--- src/rtl/serial_frame_pkg.sv ---
// Shared types and helpers for the serial frame router: FSM state encoding,
// default field widths and the channel one-hot decoder.
package serial_frame_pkg;

  localparam int CH_BITS_DEF  = 2;
  localparam int LEN_BITS_DEF = 4;

  // Upper bound on the address width; onehot() is sized for it and callers truncate.
  localparam int MAX_CH_BITS = 8;
  localparam int MAX_NCH     = 2 ** MAX_CH_BITS;

  typedef enum logic [1:0] {
    IDLE = 2'd0,
    ADDR = 2'd1,
    LEN  = 2'd2,
    DATA = 2'd3
  } state_e;

  function automatic logic [MAX_NCH-1:0] onehot(input logic [MAX_CH_BITS-1:0] addr);
    onehot       = '0;
    onehot[addr] = 1'b1;
  endfunction

endpackage

--- src/rtl/serial_frame_router_sipo.sv ---
// Serial-in/parallel-out field shifter, MSB first, with a bit counter.
// last_o flags the shift that completes the field so the FSM can move on that same edge.
module sipo_shift
  import serial_frame_pkg::*;
#(
  parameter int W = 2
) (
  input  logic         clk_i,
  input  logic         rst_ni,
  input  logic         clear_i,
  input  logic         shift_i,
  input  logic         bit_i,
  output logic [W-1:0] data_o,
  output logic         last_o,
  output logic         full_o
);

  localparam int CW = $clog2(W + 1);

  logic [W-1:0]  data_q, data_d;
  logic [CW-1:0] cnt_q, cnt_d;
  logic          full_q, full_d;
  logic          shift_ok;

  // Once full the field is frozen, so the captured value stays stable until cleared.
  assign shift_ok = shift_i && !full_q;

  always_comb begin
    data_d = data_q;
    cnt_d  = cnt_q;
    full_d = full_q;
    if (clear_i) begin
      data_d = '0;
      cnt_d  = '0;
      full_d = 1'b0;
    end else if (shift_ok) begin
      data_d = (data_q << 1) | W'(bit_i);
      cnt_d  = cnt_q + CW'(1);
      full_d = (cnt_q == CW'(W - 1));
    end
  end

  always_ff @(posedge clk_i or negedge rst_ni) begin
    if (!rst_ni) begin
      data_q <= '0;
      cnt_q  <= '0;
      full_q <= 1'b0;
    end else begin
      data_q <= data_d;
      cnt_q  <= cnt_d;
      full_q <= full_d;
    end
  end

  assign data_o = data_q;
  assign last_o = shift_ok && (cnt_q == CW'(W - 1));
  assign full_o = full_q;

endmodule

--- src/rtl/serial_frame_router.sv ---
// Serial frame router: start bit, channel address, payload length, then payload
// bits forwarded one cycle later on out_o with a per-channel one-hot valid.
module serial_frame_router
  import serial_frame_pkg::*;
#(
  parameter int   CH_BITS     = CH_BITS_DEF,
  parameter int   LEN_BITS    = LEN_BITS_DEF,
  parameter logic START_LEVEL = 1'b0
) (
  input  logic                  clk_i,
  input  logic                  rst_ni,
  input  logic                  in_i,
  output logic                  out_o,
  output logic [2**CH_BITS-1:0] out_valid_o,
  output logic                  busy_o,
  output logic                  frame_done_o
);

  localparam int NCH = 2 ** CH_BITS;

  state_e              state_q, state_d;
  logic [LEN_BITS-1:0] cnt_q, cnt_d;
  logic                out_q, out_d;
  logic [NCH-1:0]      valid_q, valid_d;
  logic                busy_q, busy_d;
  logic                done_q, done_d;

  logic                clear_fields;
  logic                addr_shift, addr_last, addr_full;
  logic                len_shift, len_last, len_full;
  logic [CH_BITS-1:0]  addr_data;
  logic [LEN_BITS-1:0] len_data, len_now;

  sipo_shift #(.W(CH_BITS)) u_addr (
    .clk_i   (clk_i),
    .rst_ni  (rst_ni),
    .clear_i (clear_fields),
    .shift_i (addr_shift),
    .bit_i   (in_i),
    .data_o  (addr_data),
    .last_o  (addr_last),
    .full_o  (addr_full)
  );

  sipo_shift #(.W(LEN_BITS)) u_len (
    .clk_i   (clk_i),
    .rst_ni  (rst_ni),
    .clear_i (clear_fields),
    .shift_i (len_shift),
    .bit_i   (in_i),
    .data_o  (len_data),
    .last_o  (len_last),
    .full_o  (len_full)
  );

  // Length including the bit being sampled now, so DATA can be entered without a gap.
  assign len_now = (len_data << 1) | LEN_BITS'(in_i);

  always_comb begin
    state_d      = state_q;
    cnt_d        = cnt_q;
    out_d        = out_q;
    valid_d      = '0;
    done_d       = 1'b0;
    addr_shift   = 1'b0;
    len_shift    = 1'b0;
    clear_fields = 1'b0;
    case (state_q)
      IDLE: begin
        clear_fields = 1'b1;
        if (in_i == START_LEVEL) state_d = ADDR;
      end
      ADDR: begin
        addr_shift = !addr_full;
        if (addr_last) state_d = LEN;
      end
      LEN: begin
        len_shift = !len_full;
        if (len_last) begin
          if (len_now != '0) begin
            state_d = DATA;
            cnt_d   = len_now;
          end else begin
            state_d = IDLE;
            done_d  = 1'b1;
          end
        end
      end
      DATA: begin
        out_d   = in_i;
        valid_d = NCH'(onehot(MAX_CH_BITS'(addr_data)));
        cnt_d   = cnt_q - LEN_BITS'(1);
        if (cnt_q == LEN_BITS'(1)) begin
          state_d = IDLE;
          done_d  = 1'b1;
        end
      end
      default: state_d = IDLE;
    endcase
    busy_d = (state_d != IDLE);
  end

  always_ff @(posedge clk_i or negedge rst_ni) begin
    if (!rst_ni) begin
      state_q <= IDLE;
      cnt_q   <= '0;
      out_q   <= 1'b0;
      valid_q <= '0;
      busy_q  <= 1'b0;
      done_q  <= 1'b0;
    end else begin
      state_q <= state_d;
      cnt_q   <= cnt_d;
      out_q   <= out_d;
      valid_q <= valid_d;
      busy_q  <= busy_d;
      done_q  <= done_d;
    end
  end

  assign out_o        = out_q;
  assign out_valid_o  = valid_q;
  assign busy_o       = busy_q;
  assign frame_done_o = done_q;

endmodule
--- config.mk ---
export PLATFORM = sky130hd
export DESIGN_NAME = serial_frame_router
export DESIGN_NICKNAME = d
export VERILOG_FILES = /design/src/rtl/serial_frame_pkg.sv /design/src/rtl/serial_frame_router_sipo.sv /design/src/rtl/serial_frame_router.sv
export SDC_FILE = /design/constraint.sdc
export NUM_CORES = 1
export LEC_CHECK = 0
export CORE_MARGIN = 8
export CORE_UTILIZATION = 40
export CTS_BUF_LIST = sky130_fd_sc_hd__clkbuf_4 sky130_fd_sc_hd__clkbuf_8
export DETAILED_ROUTE_END_ITERATION = 8
export PLACE_DENSITY_LB_ADDON = 0.15
export SLEW_MARGIN = 40
export SYNTH_ARGS = -nofsm -noshare
export SYNTH_HDL_FRONTEND = slang
export SYNTH_SLANG_ARGS = --single-unit
--- constraint.sdc ---
create_clock -name clk_i -period 2.1 [get_ports clk_i]
set_input_delay 0.42 -clock clk_i [delete_from_list [all_inputs] [get_ports clk_i]]
set_output_delay 0.42 -clock clk_i [all_outputs]
set_load 0.01 [all_outputs]
==> results.txt <==
The run finished with clean final reports. The tree is rooted in a sky130_fd_sc_hd__clkbuf_4. The initial antenna violation count is 0, and the global placer's final weighted congestion is 0.748. The startpoint identified for the worst register-to-register timing path is u_len.cnt_q[0].

STA classifies the critical path endpoint as a flip-flop. The share of total power in combinational logic is 0.418. The part of the cycle the worst path needs was 0.794. In this run the remaining antenna-violating nets after routing total 0.

The async set-reset flop share out of synthesis works out to 1.00. In this run the power density over the cells is 1350 nW/um2. Global routing finished with a remaining overflow of 0. At the worst endpoint, the required time is 2320 ps. The fraction of synthesized cell area taken by the top area cell type was 0.511; the maximum resistive drop on vdd was 0.444 mV.

The analysis attributes to cell leakage a power of 0.000597 uW. The buffer count from post-CTS setup fixing is 0, and the count of flip-flops with a built-in enable after synthesis is 0. Clock period minus final worst setup slack: 1670 ps. The end-of-flow core utilization was 0.458. By count the netlist is led by sky130_fd_sc_hd__dfrtp_1 (25), sky130_fd_sc_hd__nand2_1 (14), sky130_fd_sc_hd__o21ai_0 (10). The max-slew violation total from the final report came out at 0. The transition time at the pin with the least slew margin came out at 416 ps.

The min-delay analysis places its worst path in the category in2async. The tools report the number of global-route vias before repair as 918. The proportion of synthesized chip area in sequential cells came out at 0.511. During synthesis, Yosys emitted a total of 0 warnings.

The type of element launching the critical path is a flip-flop. The number of hold-slack violations in the final timing report was 0; the number of search-and-repair iterations in the first detailed-routing pass was 4. After clock tree synthesis, the flow added hold-fix buffers numbering 0. The class of the most critical setup path was reg2reg.

For the pin count of the biggest net entering global routing, the log shows 26. The later-pin clock latency in the skew report was 310 ps. Post-CTS clock slew at the launch and capture registers of the worst setup and hold paths: 140 ps. Data arrives at the worst endpoint at 1880 ps. The final net count was 139; the fraction of layout cells with a size suffix above 1 was 0.0846. The first global-routing pass estimated 4.21 mm of wire.

The critical path goes through ha_1, ha_1, nand4bb_1, or3_1, o311a_1. The number of fill cells is 309. The proportion of total power due to net switching is 0.405, and the detail-routed via count per cell is 5.55. Setup repair after global routing left no endpoint under its margin. The number of buffers added by the clock tree synthesis step was 3.

The synthesized design spends more area on one cell type than any other, namely sky130_fd_sc_hd__dfrtp_1. The multiplexer area fraction after synthesis was 0.00817; the DRC marker count from the first detailed-route iteration was 36. The synthesized netlist occupies a cell area of 1220 um2. The least setup slack across all paths after layout is 433 ps, and the highest clock frequency the design can meet is 0.600 GHz.

The analysis attributes to net switching a power of 743 uW. The run gives 0.101 as the global routing usage summed across all routing layers. The floorplan step defined a core boundary enclosing 2980 um2.

Along the worst path, the maximum fanout reaches 6. Relative to the synthesized area, the layout overhead comes to 11.4%. Master of the slowest instance on the critical path: sky130_fd_sc_hd__dfrtp_1. For the number of instances in the synthesized netlist, the log shows 121. 0 antenna diodes ended up in the layout. Across the routed clock network, the largest skew measured is 4.00 ps. The effective utilization at floorplan was 0.411; the number of cells on the worst reg-to-reg path was 5.

Setup violations remaining at the end of the flow were counted as 0. By area the synthesized netlist is led by sky130_fd_sc_hd__dfrtp_1 (51%), sky130_fd_sc_hd__ha_1 (5.1%), sky130_fd_sc_hd__a22oi_1 (4.3%), sky130_fd_sc_hd__nand2_1 (4.3%), sky130_fd_sc_hd__o21ai_0 (4.1%). Summing all flip-flop and latch instances after layout gives 626 um2.

The logs give 0.117 for the portion of total power attributed to the clock network and 905 for the via count. The worst-case setup slack after placement was 249 ps; the area of the die was 5090 um2. The adder-cell share of the synthesized area was 0.0511. The worst setup slack for register-to-register paths came out at 430 ps. In this run the number of cells on the critical path is 5. The width of the chip was 71.3 um. The critical path contains buffers and inverters numbering 0 combined. The die span in y is 71.3 um. TritonCTS built the clock tree. The leading cell type by number of instances after synthesis is sky130_fd_sc_hd__dfrtp_1. The count of different cell masters after synthesis is 32, and the number of placed I/O pins is 10.

The H-tree depth is 1. The number of buffer cells added on primary ports was 9; the fraction of the mapped netlist area in compound gates was 0.184. The number of placement rows is 20. The number of nets handed over by synthesis was 129. Number of resized instances in the post-cts repair step: 0. The average instance in the mapped netlist occupies 10.1 um2. The fraction of the mapped netlist area in simple logic gates is 0.181, and the final sum of negative setup slack is 0 ps.

After detailed routing, the average wire length per cell comes to 14.4 um. The leading register cell type out of synthesis is sky130_fd_sc_hd__dfrtp_1. The headroom to the max-slew limit was 0.720; the internal power consumption was 1090 uW.

Summed over all layers, the routed wires come to 2.35 mm. The xor/xnor cell area share of the yosys netlist is 0.00715. The cell seen most often among critical-path stages was sky130_fd_sc_hd__ha_1. The endpoint identified for the worst register-to-register timing path is cnt_q[1].

The number of buffers between clock root and the deepest sink was 2. Across the run, the number of max-cap violations was 0. In this design, the stage delay of the slowest critical-path cell is 410 ps. Dominant combinational cell family by area after synthesis: compound AO/OA/AOI/OAI gates. In this design, the largest share of critical-path delay is due to simple AND/OR/NAND/NOR gates. The CTS sink count was 25; the flip-flop and latch count after synthesis was 25. The share of total power in sequential cells is 0.465, and the area taken by multi-input logic gates is 528 um2. The wire-length estimate of the detail-placed layout is 1.65 mm. In the routed design, unresolved DRC markers number 0.
how the worst max path moves through the flow:
| stage | startpoint | to | slack, ps |
|---|---|---|---|
| 2_1_floorplan | u_len.cnt_q[0] | frame_done_o | 580 |
| 3_3_place_gp | in_i | cnt_q[1] | 300 |
| 3_5_place_dp | in_i | cnt_q[1] | 250 |
| 4_1_cts | u_len.cnt_q[0] | busy_o | 420 |
| 5_1_grt | u_len.cnt_q[0] | cnt_q[0] | 280 |
| 6_report | u_len.cnt_q[0] | cnt_q[1] | 430 |
power groups by stage:
stage	registers (uW)	logic, uW	clock network [uW]
6_report	855	767	215
5_1_grt	899	884	244
4_1_cts	856	782	233
3_5_place_dp	868	778	0
3_3_place_gp	860	754	0
2_1_floorplan	800	622	0
stage by stage:
| step | total power, uW | hold WS (ps) | cells | area (um2) |
|---|---|---|---|---|
| 6_report | 1840 | 443 | 163 | 1370 |
| 5_1_grt | 2030 | 468 | 163 | 1370 |
| 4_1_cts | 1870 | 441 | 163 | 1370 |
| 3_5_place_dp | 1650 | 475 | 159 | 1340 |
| 3_3_place_gp | 1610 | 462 | 159 | 1340 |
| 2_1_floorplan | 1420 | 124 | 121 | 1220 |
cell usage in the layout (no fill, tap or decap):
cell type                          n
sky130_fd_sc_hd__and4bb_1          1
sky130_fd_sc_hd__clkdlybuf4s50_1   9
sky130_fd_sc_hd__a22oi_1           7
sky130_fd_sc_hd__clkinv_2          1
sky130_fd_sc_hd__a21oi_1           8
sky130_fd_sc_hd__clkbuf_4          3
sky130_fd_sc_hd__nand3b_1          1
sky130_fd_sc_hd__nor3_1            6
sky130_fd_sc_hd__nor3b_1           2
sky130_fd_sc_hd__inv_1             6
sky130_fd_sc_hd__o311a_1           1
sky130_fd_sc_hd__nor4_4            1
sky130_fd_sc_hd__nor2_1            6
sky130_fd_sc_hd__and3_1            1
sky130_fd_sc_hd__o211ai_1          2
sky130_fd_sc_hd__nand2_1          14
sky130_fd_sc_hd__o311ai_1          1
sky130_fd_sc_hd__mux2i_1           1
sky130_fd_sc_hd__dfrtp_1          25
sky130_fd_sc_hd__a22o_1            2
sky130_fd_sc_hd__xnor2_1           1
sky130_fd_sc_hd__a22o_2            1
sky130_fd_sc_hd__nand4bb_1         1
sky130_fd_sc_hd__o21ai_0          10
sky130_fd_sc_hd__ha_1              5
sky130_fd_sc_hd__o22ai_1           2
sky130_fd_sc_hd__buf_4             4
sky130_fd_sc_hd__and2_1            3
sky130_fd_sc_hd__nand3_1           1
sky130_fd_sc_hd__nand4_1           1
sky130_fd_sc_hd__nor2_2            1
sky130_fd_sc_hd__or3_1             1
sky130_fd_sc_hd__a2bb2oi_1         1
layout make-up:
| class | count | area share |
|---|---|---|
| repair buffers | 13 | 0.0880 |
| well taps | 33 | 0.0302 |
| inverters | 6 | 0.0165 |
| flip-flops and latches | 25 | 0.458 |
| clock buffers | 3 | 0.0165 |
| multi-input cells | 82 | 0.387 |
| clock inverters | 1 | 0.00367 |
state kept, by name (all words and copies together) (netlist names):
| register | flops |
|---|---|
| busy_o | 1 |
| cnt_q | 4 |
| frame_done_o | 1 |
| out_o | 1 |
| out_valid_o | 4 |
| state_q | 2 |
| u_addr.cnt_q | 2 |
| u_addr.data_o | 2 |
| u_addr.full_o | 1 |
| u_len.cnt_q | 3 |
| u_len.data_o | 3 |
| u_len.full_o | 1 |
layer usage:
metal,share of wire,GRT usage
met5,0,0
met4,0.0081,0.0416
met3,0.035,0.0195
met2,0.49,0.168
met1,0.47,0.125
cell families after synthesis:
group / Yosys count
simple gates: 40
compound gates: 35
flops: 25
buf+inv: 14
fa+ha+maj: 5
xor+xnor: 1
mux: 1
(Power assumes the default switching activity.)
